$ cat src/rtl/calc_sequencer.sv
// Calculation sequencer: re-arm peripherals, load operands, launch adder, latch result, show it.
// Latency: newop->PRST 3 cycles, inputdata_ready->alu_start 1 edge, alu_done->dataR 1 cycle.
// Backpressure: none; newop edges outside SHOW are dropped. Watchdog built under CALC_SEQ_TIMEOUT_EN.
module calc_sequencer #(
    parameter int unsigned TIMEOUT_CYCLES = 1024
) (
    input  logic        clk,
    input  logic        reset,
    input  logic        newop,
    input  logic        inputdata_ready,
    input  logic        alu_done,
    input  logic [31:0] alu_result,
    output logic        loaddata,
    output logic        periph_rst,
    output logic        alu_start,
    output logic [31:0] dataR,
    output logic        busy,
    output logic        err,
    output logic [7:0]  op_count
);

    typedef enum logic [2:0] {
        S_PRST  = 3'd0,
        S_LOAD  = 3'd1,
        S_START = 3'd2,
        S_WAIT  = 3'd3,
        S_SHOW  = 3'd4
    } state_t;

    localparam logic [31:0] ERR_PATTERN = 32'hEEEE_EEEE;

    if (TIMEOUT_CYCLES < 2 || TIMEOUT_CYCLES > 65535) begin : g_bad_timeout
        $error("calc_sequencer: TIMEOUT_CYCLES must be in 2..65535");
    end

    state_t      r_state;
    state_t      w_next;
    logic        r_sync1;
    logic        r_sync2;
    logic        r_prev;
    logic        w_newop_edge;
    logic        w_done_take;
    logic        w_timeout;
    logic [31:0] r_data;
    logic [7:0]  r_op_count;

    // Button: two-flop synchronizer, then rising-edge detect on the synchronized level.
    always_ff @(posedge clk or negedge reset) begin
        if (!reset) begin
            r_sync1 <= 1'b0;
            r_sync2 <= 1'b0;
            r_prev  <= 1'b0;
        end else begin
            r_sync1 <= newop;
            r_sync2 <= r_sync1;
            r_prev  <= r_sync2;
        end
    end

    assign w_newop_edge = r_sync2 & ~r_prev;
    assign w_done_take  = (r_state == S_WAIT) & alu_done;

`ifdef CALC_SEQ_TIMEOUT_EN
    localparam logic [15:0] WD_LAST = 16'(TIMEOUT_CYCLES - 1);

    logic [15:0] r_wd_cnt;
    logic        r_err;

    // Held at zero outside WAIT so every WAIT entry starts from a clean count.
    always_ff @(posedge clk or negedge reset) begin
        if (!reset) begin
            r_wd_cnt <= '0;
        end else if (r_state != S_WAIT) begin
            r_wd_cnt <= '0;
        end else begin
            r_wd_cnt <= r_wd_cnt + 16'd1;
        end
    end

    assign w_timeout = (r_state == S_WAIT) && !alu_done && (r_wd_cnt == WD_LAST);

    always_ff @(posedge clk or negedge reset) begin
        if (!reset) begin
            r_err <= 1'b0;
        end else if (w_done_take) begin
            r_err <= 1'b0;
        end else if (w_timeout) begin
            r_err <= 1'b1;
        end else if ((r_state == S_SHOW) && w_newop_edge) begin
            r_err <= 1'b0;
        end
    end

    assign err = r_err;
`else
    assign w_timeout = 1'b0;
    assign err       = 1'b0;
`endif

    always_ff @(posedge clk or negedge reset) begin
        if (!reset) begin
            r_state <= S_PRST;
        end else begin
            r_state <= w_next;
        end
    end

    always_comb begin
        w_next = r_state;
        case (r_state)
            S_PRST:  w_next = S_LOAD;
            S_LOAD:  if (inputdata_ready) w_next = S_START;
            S_START: w_next = S_WAIT;
            S_WAIT:  if (alu_done || w_timeout) w_next = S_SHOW;
            S_SHOW:  if (w_newop_edge) w_next = S_PRST;
            default: w_next = S_PRST;
        endcase
    end

    // Done takes priority over a coincident watchdog expiry.
    always_ff @(posedge clk or negedge reset) begin
        if (!reset) begin
            r_data     <= '0;
            r_op_count <= '0;
        end else if (w_done_take) begin
            r_data     <= alu_result;
            r_op_count <= r_op_count + 8'd1;
        end else if (w_timeout) begin
            r_data     <= ERR_PATTERN;
            r_op_count <= r_op_count + 8'd1;
        end
    end

    assign periph_rst = (r_state == S_PRST);
    assign alu_start  = (r_state == S_START);
    assign loaddata   = (r_state != S_SHOW);
    assign busy       = (r_state != S_SHOW);
    assign dataR      = r_data;
    assign op_count   = r_op_count;

endmodule

$ cat config.mk
export PLATFORM = sky130hd
export DESIGN_NAME = calc_sequencer
export DESIGN_NICKNAME = d
export VERILOG_FILES = /design/src/rtl/calc_sequencer.sv
export SDC_FILE = /design/constraint.sdc
export NUM_CORES = 1
export LEC_CHECK = 0
export CORE_MARGIN = 2
export CORE_UTILIZATION = 41
export DETAILED_ROUTE_END_ITERATION = 7
export PLACE_DENSITY = 0.79
export SLEW_MARGIN = 20
export SYNTH_ARGS = -nofsm -noshare
export SYNTH_HDL_FRONTEND = slang
export SYNTH_SLANG_ARGS = --single-unit
$ cat constraint.sdc
create_clock -name clk -period 1.51 [get_ports clk]
set_input_delay 0.151 -clock clk [delete_from_list [all_inputs] [get_ports clk]]
set_output_delay 0.151 -clock clk [all_outputs]
set_load 0.1 [all_outputs]
==> metrics.yaml <==
placement:
  dpl.cell_count: 320
  dp_hpwl_um: 3400
  gp_congestion: 0.739
  post-place-ws_ns: -0.0757
  io_buffer_count: 80
  place_area_sq_mm: 0.00321
timing:
  skew_ns: 0.00373
  timing.fmax_mhz: 686
  rsz0062_at_grt: "true"
  worst-slew-pin-transition_ns: 0.560
  drv_slew: 0
  setup_viol: 0
  max_slew_margin_pct: 62.7
  fin_crit_sh_pct: 96.5
  finalHoldViolations: 0
  fin_ws_ns: 0.0530
  period_minus_slack_ns: 1.46
finish:
  area_growth_pct: 77.6
  layout_commonest_cell: "nand2_1"
  instances_no_fill: 330
  diodes: 0
  drive_gt1_share_pct: 28.1
  layout_common_cells: "104 x nand2_1, 45 x buf_12, 39 x dfrtp_1"
  final_area_sq_mm: 0.00332
  utilization_pct: 75.7
  nNetsFinal: 315
worst_setup_path:
  cp_slowest_stage_delay_ns: 0.43
  cp_cell_sequence: "buf_6 -> nor3b_4 -> buf_12"
  startpoint_type: "flip-flop"
  path_delay_family: "flip-flops"
  cp_max_fo: 6
  path_depth: 3
  cpMaxStageDelayCell: "dfrtp_1"
  crit_required_ns: 1.36
  critical_path_class: "reg -> out"
  timing.rr.start: "r_state[1]$_DFFE_PN0P_"
  cp_num_buf_inv: 2
  r2r-end: "dataR[24]$_DFFE_PN0P_"
  cp-end-kind: "output pin"
  r2r_slack_ns: 0.20
  arrival_ns: 1.31
  reg2regPathDepth: 5
synthesis:
  syn-instance-count: 190
  synth_cell_types: 25
  ys_warn_count: 0
  synth.yosys.seq_area_share_pct: 61.6
  syn-num-nets: 228
  synth-seq-cells: 46
  synth.avg_cell_area_sq_um: 9.84
  netlist_area_sq_mm: 0.00187
global_routing:
  grt_max_degree: 25
  grt_use_total_pct: 18.9
  grt_pass1_wl_um: 7370
  antenna_found_initial: 0
  grt_pass1_vias: 1575
  grt_overflow: 0
cts:
  clkLatencyLatePin_ns: 0.30
  cts_tree: "yes"
  htreeDepth: 2
  cts.sinks: 46
  cts-root-buf: "clkbuf_8"
  cts_made_buffers: 5
  clkSlewWorstSetupHoldPaths_ns: 0.08
  cts_max_path_buffers: 2
floorplan:
  fp.dieW_um: 71.5
  rows: 24
  fp.dieArea_sq_mm: 0.00512
  ios: 82
  coreArea_sq_mm: 0.00438
  die_h_um: 71.5
  start_util_pct: 42.6
route:
  routed_wl_um: 4460
  ant_nets: 0
  firstDrtPassIters: 4
  drt-initial-drc-count: 48
  via_count: 1533
  wl_per_cell_um: 13.5
  via_per_inst: 4.65
  drc_errors: 0
job:
  drv_cap: 0
worst_hold_path:
  holdCritPathClass: "in -> reg"
  hold_depth: 1
  hold_start: "newop"
  holdPathEnd: "r_sync1$_DFF_PN0_"
status:
  status: "completed"
==> through the flow <==
step                      hold WS, ns  setup TNS [ns]
after floorplan                -0.145         -0.0320
after global placement          0.163          -0.261
after detailed placement        0.166           -1.71
after CTS                       0.278               0
after global routing            0.276         -0.0125
final                           0.292               0
==> cells by family after synthesis <==
logic type,count (synthesis),synth area share (%)
xor+xnor,7,3.28
other cells,1,0.201
flops,46,61.6
compound gates,3,0.803
buf+inv,12,4.68
simple gates,119,28.2
mux,1,0.602
fa+ha+maj,1,0.669
==> what timing repair did <==
item	CTS	global route
pin swaps	0	1
endpoints found under the hold margin	22	0
hold buffers	1	0
setup endpoints to repair	2	3
resized for setup	1	1
buffers inserted	0	1
==> area by class of cell <==
class	instances	area (sq um)
tap	52	65.1
sequential	46	1160
clock buffer	7	86.3
clock inverter	1	5.00
inverter	1	3.75
timing repair buffer	91	1340
fill	302	1060
multi-input combinational	132	663
==> routing by layer <==
layer	global-route usage (%)	vias up	routed length (um)
met5	0	-	0
met4	6.92	0	67
met3	7.31	6	313
met2	30.7	53	2220
met1	23.0	723	1850
li1	-	751	-
==> synthesized netlist by cell type <==
cell type / instances / area (sq um)
mux2_2: 1 / 11.3
clkbuf_2: 1 / 5.00
nor4_2: 1 / 12.5
nor3_4: 1 / 16.3
a21oi_1: 2 / 10.0
xor2_1: 3 / 26.3
and4b_1: 1 / 10.0
buf_4: 4 / 30.0
o21ai_0: 1 / 5.00
buf_2: 3 / 15.0
nand3_1: 2 / 10.0
buf_6: 3 / 33.8
nor2_1: 2 / 7.51
nand2_1: 105 / 394
conb_1: 1 / 3.75
nand4_4: 1 / 21.3
xnor2_1: 4 / 35.0
ha_1: 1 / 12.5
inv_1: 1 / 3.75
nor2b_1: 1 / 6.26
nor3b_1: 1 / 7.51
nand4b_4: 1 / 23.8
dfrtp_1: 46 / 1150
nand3b_1: 1 / 7.51
nor3_1: 2 / 10.0
==> worst reg2reg max path, cell delays in order (launching register included) <==
cell	delay, ns
dfrtp_1	0.37
buf_4	0.13
and4b_1	0.34
buf_4	0.27
nand2_1	0.10
nand2_1	0.06
==> sequential cells by signal, indices dropped and copies added, names as in the netlist <==
register,flops
dataR,32
op_count,8
r_prev,1
r_state,3
r_sync1,1
r_sync2,1
==> how the worst max path moves through the flow <==
stage                                 startpoint               endpoint
after floorplan           r_state[1]$_DFFE_PN0P_              alu_start
after global placement                  alu_done  dataR[27]$_DFFE_PN0P_
after detailed placement                alu_done  dataR[24]$_DFFE_PN0P_
after CTS                 r_state[1]$_DFFE_PN0P_              alu_start
after global routing      r_state[0]$_DFFE_PN0P_              alu_start
final                     r_state[0]$_DFFE_PN0P_              alu_start
Power is not shown: default switching activity piles up to over one toggle a cycle in this logic, so the estimate is an artifact.
